**src/rtl/pio_reg_bridge_pkg.sv**
```systemverilog
// Shared types and constants for the PIO register bridge.
package pio_reg_bridge_pkg;

  typedef enum logic [1:0] {ST_IDLE, ST_EXEC, ST_ACK} state_e;

  localparam int unsigned ERR_CNT_W = 8;

  // Highest address in the register space is the status/error register.
  function automatic int unsigned status_addr(input int unsigned addr_w);
    return (32'd1 << addr_w) - 32'd1;
  endfunction

endpackage

```
**src/rtl/pio_sync_edge.sv**
```systemverilog
// Synchroniser plus rising-edge detector for one asynchronous request level.
module pio_sync_edge #(
  parameter int unsigned STAGES = 2
) (
  input  logic clk_i,
  input  logic reset_i,
  input  logic async_i,
  output logic level_o,
  output logic rise_o
);

  logic [STAGES-1:0] sync_q;
  logic              hist_q;

  // Chain and history reset high so a level held across reset release is not an edge.
  always_ff @(posedge clk_i) begin
    if (reset_i) begin
      sync_q <= '1;
      hist_q <= 1'b1;
    end else begin
      sync_q <= {sync_q[STAGES-2:0], async_i};
      hist_q <= sync_q[STAGES-1];
    end
  end

  assign level_o = sync_q[STAGES-1];
  assign rise_o  = sync_q[STAGES-1] & ~hist_q;

endmodule

```
**src/rtl/pio_reg_bridge.sv**
```systemverilog
// HPS PIO to fabric register bridge: four-phase ack, coherent read snapshot, write channels, error count.
module pio_reg_bridge
  import pio_reg_bridge_pkg::*;
#(
  parameter int unsigned ADDR_W      = 3,
  parameter int unsigned DATA_W      = 32,
  parameter int unsigned N_RD        = 6,
  parameter int unsigned N_WR        = 2,
  parameter int unsigned SYNC_STAGES = 2
) (
  input  logic                     clk,
  input  logic                     reset,
  input  logic [ADDR_W-1:0]        pio_address,
  input  logic                     pio_read,
  input  logic                     pio_write,
  input  logic [DATA_W-1:0]        pio_writedata,
  output logic [DATA_W-1:0]        pio_readdata,
  output logic                     pio_ack,
  input  logic [N_RD*DATA_W-1:0]   rd_data,
  output logic [N_WR*DATA_W-1:0]   wr_data,
  output logic [N_WR-1:0]          wr_strobe,
  output logic                     snap_strobe
);

  localparam logic [ADDR_W-1:0] STATUS_ADDR = ADDR_W'(status_addr(ADDR_W));
  localparam logic [ADDR_W:0]   N_RD_L      = (ADDR_W+1)'(N_RD);
  localparam logic [ADDR_W:0]   N_WR_L      = (ADDR_W+1)'(N_WR);

  logic rd_level, rd_rise, wr_level, wr_rise;

  pio_sync_edge #(.STAGES(SYNC_STAGES)) u_sync_rd (
    .clk_i  (clk),
    .reset_i(reset),
    .async_i(pio_read),
    .level_o(rd_level),
    .rise_o (rd_rise)
  );

  pio_sync_edge #(.STAGES(SYNC_STAGES)) u_sync_wr (
    .clk_i  (clk),
    .reset_i(reset),
    .async_i(pio_write),
    .level_o(wr_level),
    .rise_o (wr_rise)
  );

  state_e                 state_q;
  logic                   op_wr_q;
  logic [ADDR_W-1:0]      addr_q;
  logic [DATA_W-1:0]      wdata_q;
  logic [DATA_W-1:0]      rdata_q;
  logic                   ack_q;
  logic                   snap_q;
  logic [N_WR-1:0]        wr_strobe_q;
  logic [DATA_W-1:0]      wr_data_q [N_WR];
  logic [DATA_W-1:0]      shadow_q  [N_RD];
  logic [ERR_CNT_W-1:0]   err_cnt_q, err_cnt_d;

  logic              rd_ok, wr_ok, rd_status, act_level;
  logic              edge_err, acc_err, err_inc, err_clr;
  logic [DATA_W-1:0] rd_sel_d;

  assign rd_ok     = {1'b0, addr_q} < N_RD_L;
  assign wr_ok     = {1'b0, addr_q} < N_WR_L;
  assign rd_status = addr_q == STATUS_ADDR;
  assign act_level = op_wr_q ? wr_level : rd_level;

  always_comb begin
    rd_sel_d = '0;
    for (int unsigned i = 0; i < N_RD; i++) begin
      if (addr_q == ADDR_W'(i)) rd_sel_d = shadow_q[i];
    end
  end

  // A status read clears the counter, but an error in that same cycle still counts as one.
  always_comb begin
    edge_err  = (state_q == ST_IDLE) ? (rd_rise & wr_rise) : (rd_rise | wr_rise);
    acc_err   = (state_q == ST_EXEC) && (op_wr_q ? !wr_ok : !(rd_ok || rd_status));
    err_inc   = edge_err | acc_err;
    err_clr   = (state_q == ST_EXEC) && !op_wr_q && rd_status;
    err_cnt_d = err_cnt_q;
    if (err_clr)
      err_cnt_d = ERR_CNT_W'(err_inc);
    else if (err_inc && (err_cnt_q != '1))
      err_cnt_d = err_cnt_q + 1'b1;
  end

  always_ff @(posedge clk) begin
    if (reset) begin
      state_q     <= ST_IDLE;
      op_wr_q     <= 1'b0;
      addr_q      <= '0;
      wdata_q     <= '0;
      rdata_q     <= '0;
      ack_q       <= 1'b0;
      snap_q      <= 1'b0;
      wr_strobe_q <= '0;
      err_cnt_q   <= '0;
      for (int unsigned i = 0; i < N_WR; i++) wr_data_q[i] <= '0;
      for (int unsigned i = 0; i < N_RD; i++) shadow_q[i] <= '0;
    end else begin
      wr_strobe_q <= '0;
      snap_q      <= 1'b0;
      err_cnt_q   <= err_cnt_d;
      case (state_q)
        ST_IDLE: begin
          if (rd_rise ^ wr_rise) begin
            op_wr_q <= wr_rise;
            addr_q  <= pio_address;
            wdata_q <= pio_writedata;
            state_q <= ST_EXEC;
          end
        end
        ST_EXEC: begin
          state_q <= ST_ACK;
          ack_q   <= 1'b1;
          if (op_wr_q) begin
            for (int unsigned i = 0; i < N_WR; i++) begin
              if (wr_ok && ({1'b0, addr_q} == (ADDR_W+1)'(i))) begin
                wr_data_q[i]   <= wdata_q;
                wr_strobe_q[i] <= 1'b1;
              end
            end
          end else if (addr_q == '0) begin
            for (int unsigned i = 0; i < N_RD; i++)
              shadow_q[i] <= rd_data[i*DATA_W +: DATA_W];
            rdata_q <= rd_data[DATA_W-1:0];
            snap_q  <= 1'b1;
          end else if (rd_ok) begin
            rdata_q <= rd_sel_d;
          end else if (rd_status) begin
            rdata_q <= DATA_W'(err_cnt_q);
          end else begin
            rdata_q <= '0;
          end
        end
        ST_ACK: begin
          if (!act_level) begin
            ack_q   <= 1'b0;
            state_q <= ST_IDLE;
          end
        end
        default: state_q <= ST_IDLE;
      endcase
    end
  end

  for (genvar g = 0; g < N_WR; g++) begin : g_wr_out
    assign wr_data[g*DATA_W +: DATA_W] = wr_data_q[g];
  end

  assign pio_readdata = rdata_q;
  assign pio_ack      = ack_q;
  assign wr_strobe    = wr_strobe_q;
  assign snap_strobe  = snap_q;

endmodule

```
**config.mk**
```make
export PLATFORM = sky130hd
export DESIGN_NAME = pio_reg_bridge
export DESIGN_NICKNAME = d
export VERILOG_FILES = /design/src/rtl/pio_reg_bridge_pkg.sv /design/src/rtl/pio_sync_edge.sv /design/src/rtl/pio_reg_bridge.sv
export SDC_FILE = /design/constraint.sdc
export NUM_CORES = 1
export LEC_CHECK = 0
export CAP_MARGIN = 20
export CORE_UTILIZATION = 49
export CTS_CLUSTER_SIZE = 28
export DETAILED_ROUTE_END_ITERATION = 12
export PLACE_DENSITY = 0.79
export SLEW_MARGIN = 0
export SYNTH_ARGS = -nofsm -noshare
export SYNTH_HDL_FRONTEND = slang
export SYNTH_SLANG_ARGS = --single-unit
```
**constraint.sdc**
```tcl
create_clock -name clk -period 4.9 [get_ports clk]
set_clock_uncertainty 0.05 [all_clocks]
set_input_delay 0.98 -clock clk [delete_from_list [all_inputs] [get_ports clk]]
set_output_delay 0.98 -clock clk [all_outputs]
set_load 0.1 [all_outputs]
```
==> results of run 1 <==
-- final timing paths --
| kind | start | end | slack, ps | cells past startpoint |
|---|---|---|---|---|
| setup / recovery | pio_readdata[8] | pio_readdata[8] | 1730 | 1 |
| hold / removal | u_sync_wr.sync_q[0] | u_sync_wr.sync_q[1] | 360 | 1 |
| setup reg to reg | state_q[1] | shadow_q[0][56] | 1850 | 6 |
| hold reg to reg | u_sync_wr.sync_q[0] | u_sync_wr.sync_q[1] | 360 | 1 |
-- cells by family (layout without fill, tap and decap cells) --
| logic type | count (synthesis) | after routing |
|---|---|---|
| fa+ha+maj | 7 | 7 |
| mux | 63 | 63 |
| xor+xnor | 1 | 1 |
| other cells | 0 | 4 |
| simple gates | 344 | 344 |
| compound gates | 217 | 217 |
| flops | 312 | 312 |
| buf+inv | 80 | 407 |
-- final cells by class --
cell class | count | area share
repair buffers | 342 | 0.196
flip-flops and latches | 312 | 0.490
diodes | 4 | 0.000578
inverters | 9 | 0.00195
well taps | 330 | 0.0238
multi-input cells | 632 | 0.230
clock inverters | 19 | 0.00931
clock buffers | 37 | 0.0472
-- power by group through the flow --
stage               logic (W)  clock network [W]  registers, W
detailed placement   0.000775                  0       0.00308
floorplan            0.000216                  0       0.00331
global placement     0.000768                  0       0.00308
global route         0.000818            0.00240       0.00304
CTS                  0.000780            0.00229       0.00303
finish               0.000776            0.00227       0.00303
-- sequential cells by signal, summed over array words and instances, names as in the netlist, 2 cells and up --
name / count
shadow_q: 160
wr_data_q: 64
pio_readdata: 32
wdata_q: 32
err_cnt_q: 8
addr_q: 3
state_q: 2
u_sync_rd.sync_q: 2
u_sync_wr.sync_q: 2
wr_strobe: 2
-- metrics by stage --
stage / utilization / power [W] / std cells
after floorplan: - / 0.00353 / 1024
after global placement: 0.643 / 0.00384 / 1624
after detailed placement: 0.643 / 0.00386 / 1624
after CTS: 0.682 / 0.00610 / 1680
after global routing: 0.682 / 0.00625 / 1684
final: 0.682 / 0.00607 / 1685
-- metal layers --
metal | wire, µm | GRT usage | part of all wire | vias to the layer above
li1 | - | - | - | 4303
met1 | 12500 | 0.286 | 0.39 | 4309
met2 | 16200 | 0.424 | 0.50 | 423
met3 | 2500 | 0.0416 | 0.078 | 53
met4 | 926 | 0.0892 | 0.029 | 0
met5 | 0 | 0 | 0 | -
-- cell usage in the layout, fill, tap and decap left out, drive strengths merged, types with 2 or more instances in the layout --
| cell type | synthesis | layout |
|---|---|---|
| a211oi | 27 | 27 |
| a21o | 2 | 2 |
| a21oi | 93 | 93 |
| a22oi | 24 | 24 |
| and2 | 193 | 193 |
| and2b | 2 | 2 |
| and3 | 2 | 2 |
| and4 | 2 | 2 |
| buf | 21 | 13 |
| bufinv | 0 | 2 |
| clkbuf | 50 | 37 |
| clkdlybuf4s50 | 0 | 329 |
| clkinv | 1 | 15 |
| clkinvlp | 0 | 3 |
| dfxtp | 88 | 88 |
| diode | 0 | 4 |
| edfxtp | 224 | 224 |
| ha | 7 | 7 |
| inv | 8 | 8 |
| mux2 | 17 | 17 |
| mux2i | 46 | 46 |
| nand2 | 89 | 89 |
| nand2b | 4 | 4 |
| nand3 | 14 | 14 |
| nor2 | 16 | 16 |
| nor2b | 3 | 3 |
| nor3 | 4 | 4 |
| o211ai | 17 | 17 |
| o21ai | 22 | 22 |
| o21bai | 2 | 2 |
| o22ai | 23 | 23 |
| o31ai | 2 | 2 |
| or2 | 7 | 7 |
| or3 | 3 | 3 |
| or4 | 2 | 2 |
==> results.json, run 1 <==
{
  "synth_compound_area_frac": 0.103,
  "ys_ff_latch": 312,
  "first_pass_iters": 6,
  "clkSlewWorstSetupHoldPaths_ps": 60,
  "synth_nets": 1262,
  "synth_ff_type": "edfxtp_1",
  "synthSimpleGateAreaFrac": 0.148,
  "io_pins": 331,
  "clock_power_share": 0.374,
  "area_delta_synth_final_pct": 35.4,
  "period_share": 0.646,
  "drc": 0,
  "fin_hold_ws_ps": 358,
  "worstPathMaxFanout": 2,
  "path_cells": "clkdlybuf4s50_1",
  "max-vdd-ir-drop_v": 0.000266,
  "share_seq_of_total_power": 0.499,
  "antenna_found_initial": 3,
  "final_antenna_net_count": 0,
  "synth_fa_ha_area_frac": 0.00684,
  "root_buffer": "clkbuf_16",
  "cp.arrival_ps": 2140,
  "core_area_mm2": 0.0254,
  "multiInputGateArea_mm2": 0.00399,
  "post-place-ws_ps": 1850,
  "synth_cell_types": 46,
  "synth.area.mux_share": 0.0509,
  "clock.fmax_ghz": 0.316,
  "pwr-share-comb": 0.128,
  "die_w_um": 164,
  "power.density_mw_per_mm2": 350,
  "synthArstFlopShare": 0,
  "setup_viol": 0,
  "cts_made_buffers": 30,
  "layout_min_cycle_time_ps": 3170,
  "cp-start-kind": "flip-flop",
  "start_util": 0.504,
  "path_buf_inv": 1,
  "rows": 58,
  "gp_congestion": 0.812,
  "fin_area_mm2": 0.0173,
  "placed_area_mm2": 0.0163,
  "synthXorXnorAreaFrac": 0.000684,
  "grt_pass1_vias": 9029,
  "layout_setup_ws_ps": 1730,
  "wl_per_cell_um": 19.1,
  "synth_area_mm2": 0.0128,
  "status": "completed",
  "regArea_mm2": 0.00849,
  "internal_power_w": 0.00457,
  "synth-edff-count": 224,
  "synth_top_cell_by_area": "edfxtp_1",
  "cts_tree": "built",
  "grt_max_degree": 73,
  "grt-ovfl-total": 0,
  "synthTopCellsByCount": "224 x edfxtp_1, 193 x and2_1, 93 x a21oi_1",
  "p_leak_nw": 6.06,
  "die_area_mm2": 0.0268,
  "swShare": 0.247,
  "drt_first_iter_violations": 704,
  "wirelength_um": 32100,
  "synth_area_leaders": "edfxtp_1 53%, dfxtp_1 14%, and2_1 9.4%, a21oi_1 3.6%, mux2i_1 3.6%",
  "yosysSeqAreaShare": 0.663,
  "grt_setup_unrepaired": "no",
  "cts_setup_buffers": 0,
  "fin_setup_tns_ps": 0,
  "drive_above_1_share": 0.0718,
  "synth_top_family_by_area": "simple AND/OR/NAND/NOR gates",
  "clockBufferDepth": 3,
  "hold_viol": 0,
  "cts_sinks": 312,
  "slowest_stage": "clkdlybuf4s50_1",
  "cts-resized-gates": 0,
  "dpl.hpwl_um": 21900,
  "groute.usage.overall": 0.238,
  "cp-end-kind": "output pin",
  "io_buffers": 330,
  "critical_path_class": "reg2out",
  "synthCells": 1024,
  "num_vias": 9088,
  "hold_buffers": 0,
  "num-fill-cells": 1802,
  "hp-class": "reg2reg",
  "crit_required_ps": 3870,
  "viasPerCell": 5.39,
  "critPathMaxStageDelay_ps": 1170,
  "final_max_slew_viol_count": 0,
  "insertion_delay_ps": 550,
  "ys_warn_count": 0,
  "grt_first_pass_wirelength_um": 48400,
  "yosysMostFrequentCell": "edfxtp_1",
  "post_synth.cell_area_avg_um2": 12.5,
  "cap_viol_max_count": 0,
  "layout.nets": 1565,
  "slew_headroom": 0.268,
  "htree_levels": 1,
  "die_height_um": 164,
  "synth_top_cell_area_share": 0.525,
  "critical_path.top_delay_family": "buffers and inverters",
  "tightest_slew_ps": 1100,
  "power_switching_w": 0.00150
}
(Power assumes the default switching activity.)
==> run 2, diff against run 1 <==
- CORE_UTILIZATION: 49 -> 44
- PLACE_DENSITY: 0.79 -> 0.75
- clock period: 4.9 -> 2.9 ns (I/O delays scaled with it)
==> run 2 against run 1 <==
Non-clock buffer count is 15 higher. Global-route usage is 2.7 points lower. Combinational power is 69% higher. Sequential cell count stayed put. Total power is 70% higher. Sequential power is 69% higher. Critical path type is now reg2reg. Largest cell class unchanged. Largest power group unchanged.
==> results.json, run 2 (synthesis results as in run 1) <==
{
  "grt_first_pass_wirelength_um": 48900,
  "cts_made_buffers": 31,
  "wl_per_cell_um": 18.2,
  "critical_path_class": "reg2reg",
  "cts-resized-gates": 0,
  "clock_power_share": 0.379,
  "start_util": 0.447,
  "layout.nets": 1581,
  "power.density_mw_per_mm2": 596,
  "top_regs": "shadow_q: 160 flops, wr_data_q: 64 flops",
  "drive_above_1_share": 0.153,
  "critPathMaxStageDelay_ps": 530,
  "clkSlewWorstSetupHoldPaths_ps": 70,
  "swShare": 0.244,
  "fin_util": 0.606,
  "area_delta_synth_final_pct": 35.5,
  "tightest_slew_ps": 761,
  "hold_buffers": 0,
  "clock.fmax_ghz": 0.426,
  "wirelength_um": 31800,
  "die_area_mm2": 0.0298,
  "cp-start-kind": "flip-flop",
  "num_vias": 9029,
  "period_share": 0.810,
  "critical_path.top_delay_family": "buffers and inverters",
  "cap_viol_max_count": 0,
  "path_cells": "buf_4, buf_4, mux2i_1, a211oi_1, a21oi_1, o22ai_1",
  "internal_power_w": 0.00782,
  "power_w": 0.0103,
  "clockBufferDepth": 3,
  "drt_first_iter_violations": 447,
  "fin_hold_ws_ps": 377,
  "hp-class": "reg2reg",
  "share_seq_of_total_power": 0.494,
  "gp_congestion": 0.880,
  "root_buffer": "clkbuf_16",
  "layout_setup_ws_ps": 551,
  "dpl.hpwl_um": 22500,
  "drc": 0,
  "crit_required_ps": 3320,
  "antenna_found_initial": 4,
  "core_area_mm2": 0.0286,
  "grt_max_degree": 87,
  "post-place-ws_ps": 517,
  "die_w_um": 173,
  "regMostFlops": "shadow_q",
  "grt_pass1_vias": 8989,
  "cts_setup_buffers": 0,
  "most-common-layout-cells": "229 x clkdlybuf4s50_1, 224 x edfxtp_1, 193 x and2_1, 121 x buf_4, 93 x a21oi_1",
  "final_antenna_net_count": 0,
  "insertion_delay_ps": 550,
  "groute.usage.overall": 0.210,
  "cts_tree": "built",
  "slowest_stage": "buf_4",
  "final_common_cell": "clkdlybuf4s50_1",
  "cp.arrival_ps": 2770,
  "power_switching_w": 0.00252,
  "rows": 62,
  "die_height_um": 173,
  "largest_reg_flops": 160,
  "fin_setup_tns_ps": 0,
  "cp-end-kind": "flip-flop",
  "cts_sinks": 312,
  "io_buffers": 330,
  "viasPerCell": 5.15,
  "grt-ovfl-total": 0,
  "io_pins": 331,
  "layout_min_cycle_time_ps": 2350,
  "worstPathMaxFanout": 38,
  "setup_viol": 0,
  "slew_headroom": 0.491,
  "max-vdd-ir-drop_v": 0.000411,
  "final_max_slew_viol_count": 0,
  "htree_levels": 1,
  "p_leak_nw": 6.31,
  "status": "completed",
  "first_pass_iters": 5,
  "path_buf_inv": 2,
  "pwr-share-comb": 0.127,
  "grt_setup_unrepaired": "no",
  "hold_viol": 0,
  "cp_common_cell": "buf_4"
}
run 2: changes by cell type in the layout (fill, tap and decap cells not counted), sizes merged, moves of 2 or more:
cell           delta
buf             +115
clkbuf            +4
clkdlybuf4s50   -100
clkinv            -4
clkinvlp          -2
run 2: cell type report:
cell class / instances / area [µm²]
sequential: 312 / 8490
multi-input combinational: 632 / 4000
antenna: 4 / 10.0
timing repair buffer: 357 / 3340
fill: 2234 / 11300
clock inverter: 15 / 161
inverter: 9 / 33.8
tap: 384 / 480
clock buffer: 41 / 833
run 2: final timing paths:
check                                    startpoint  slack, ps                   to  depth (start not counted)
worst max-delay path                      addr_q[1]        550     pio_readdata[15]                          6
worst min-delay path            u_sync_wr.sync_q[0]        380  u_sync_wr.sync_q[1]                          1
worst max register to register            addr_q[1]        550     pio_readdata[15]                          6
worst min register to register  u_sync_wr.sync_q[0]        380  u_sync_wr.sync_q[1]                          1
run 2: power by group through the flow:
stage                     Clock (W)  Sequential [W]  Combinational, W
after detailed placement          0         0.00521           0.00132
after global placement            0         0.00520           0.00130
after global routing        0.00417         0.00513           0.00139
final                       0.00392         0.00511           0.00131
after CTS                   0.00400         0.00511           0.00132
after floorplan                   0         0.00559          0.000367
run 2: worst register-to-register path, cell delays in order (launching register included):
cell	delay, ps
dfxtp_4	500
buf_4	370
buf_4	530
mux2i_1	210
a211oi_1	370
a21oi_1	80
o22ai_1	150
run 2: metal layers:
layer  vias up  wire length (µm)  share of wire  GRT usage
met3        57              2000          0.063     0.0369
li1       4327                 -              -          -
met4         0               902          0.028     0.0711
met5         -                 0              0          0
met2       357             15800           0.50      0.368
met1      4288             13100           0.41      0.263
run 2: per-stage QoR:
stage | instances | area [µm²]
floorplan | 1024 | 12800
global placement | 1693 | 16300
detailed placement | 1694 | 16300
CTS | 1750 | 17300
global route | 1753 | 17300
finish | 1754 | 17300
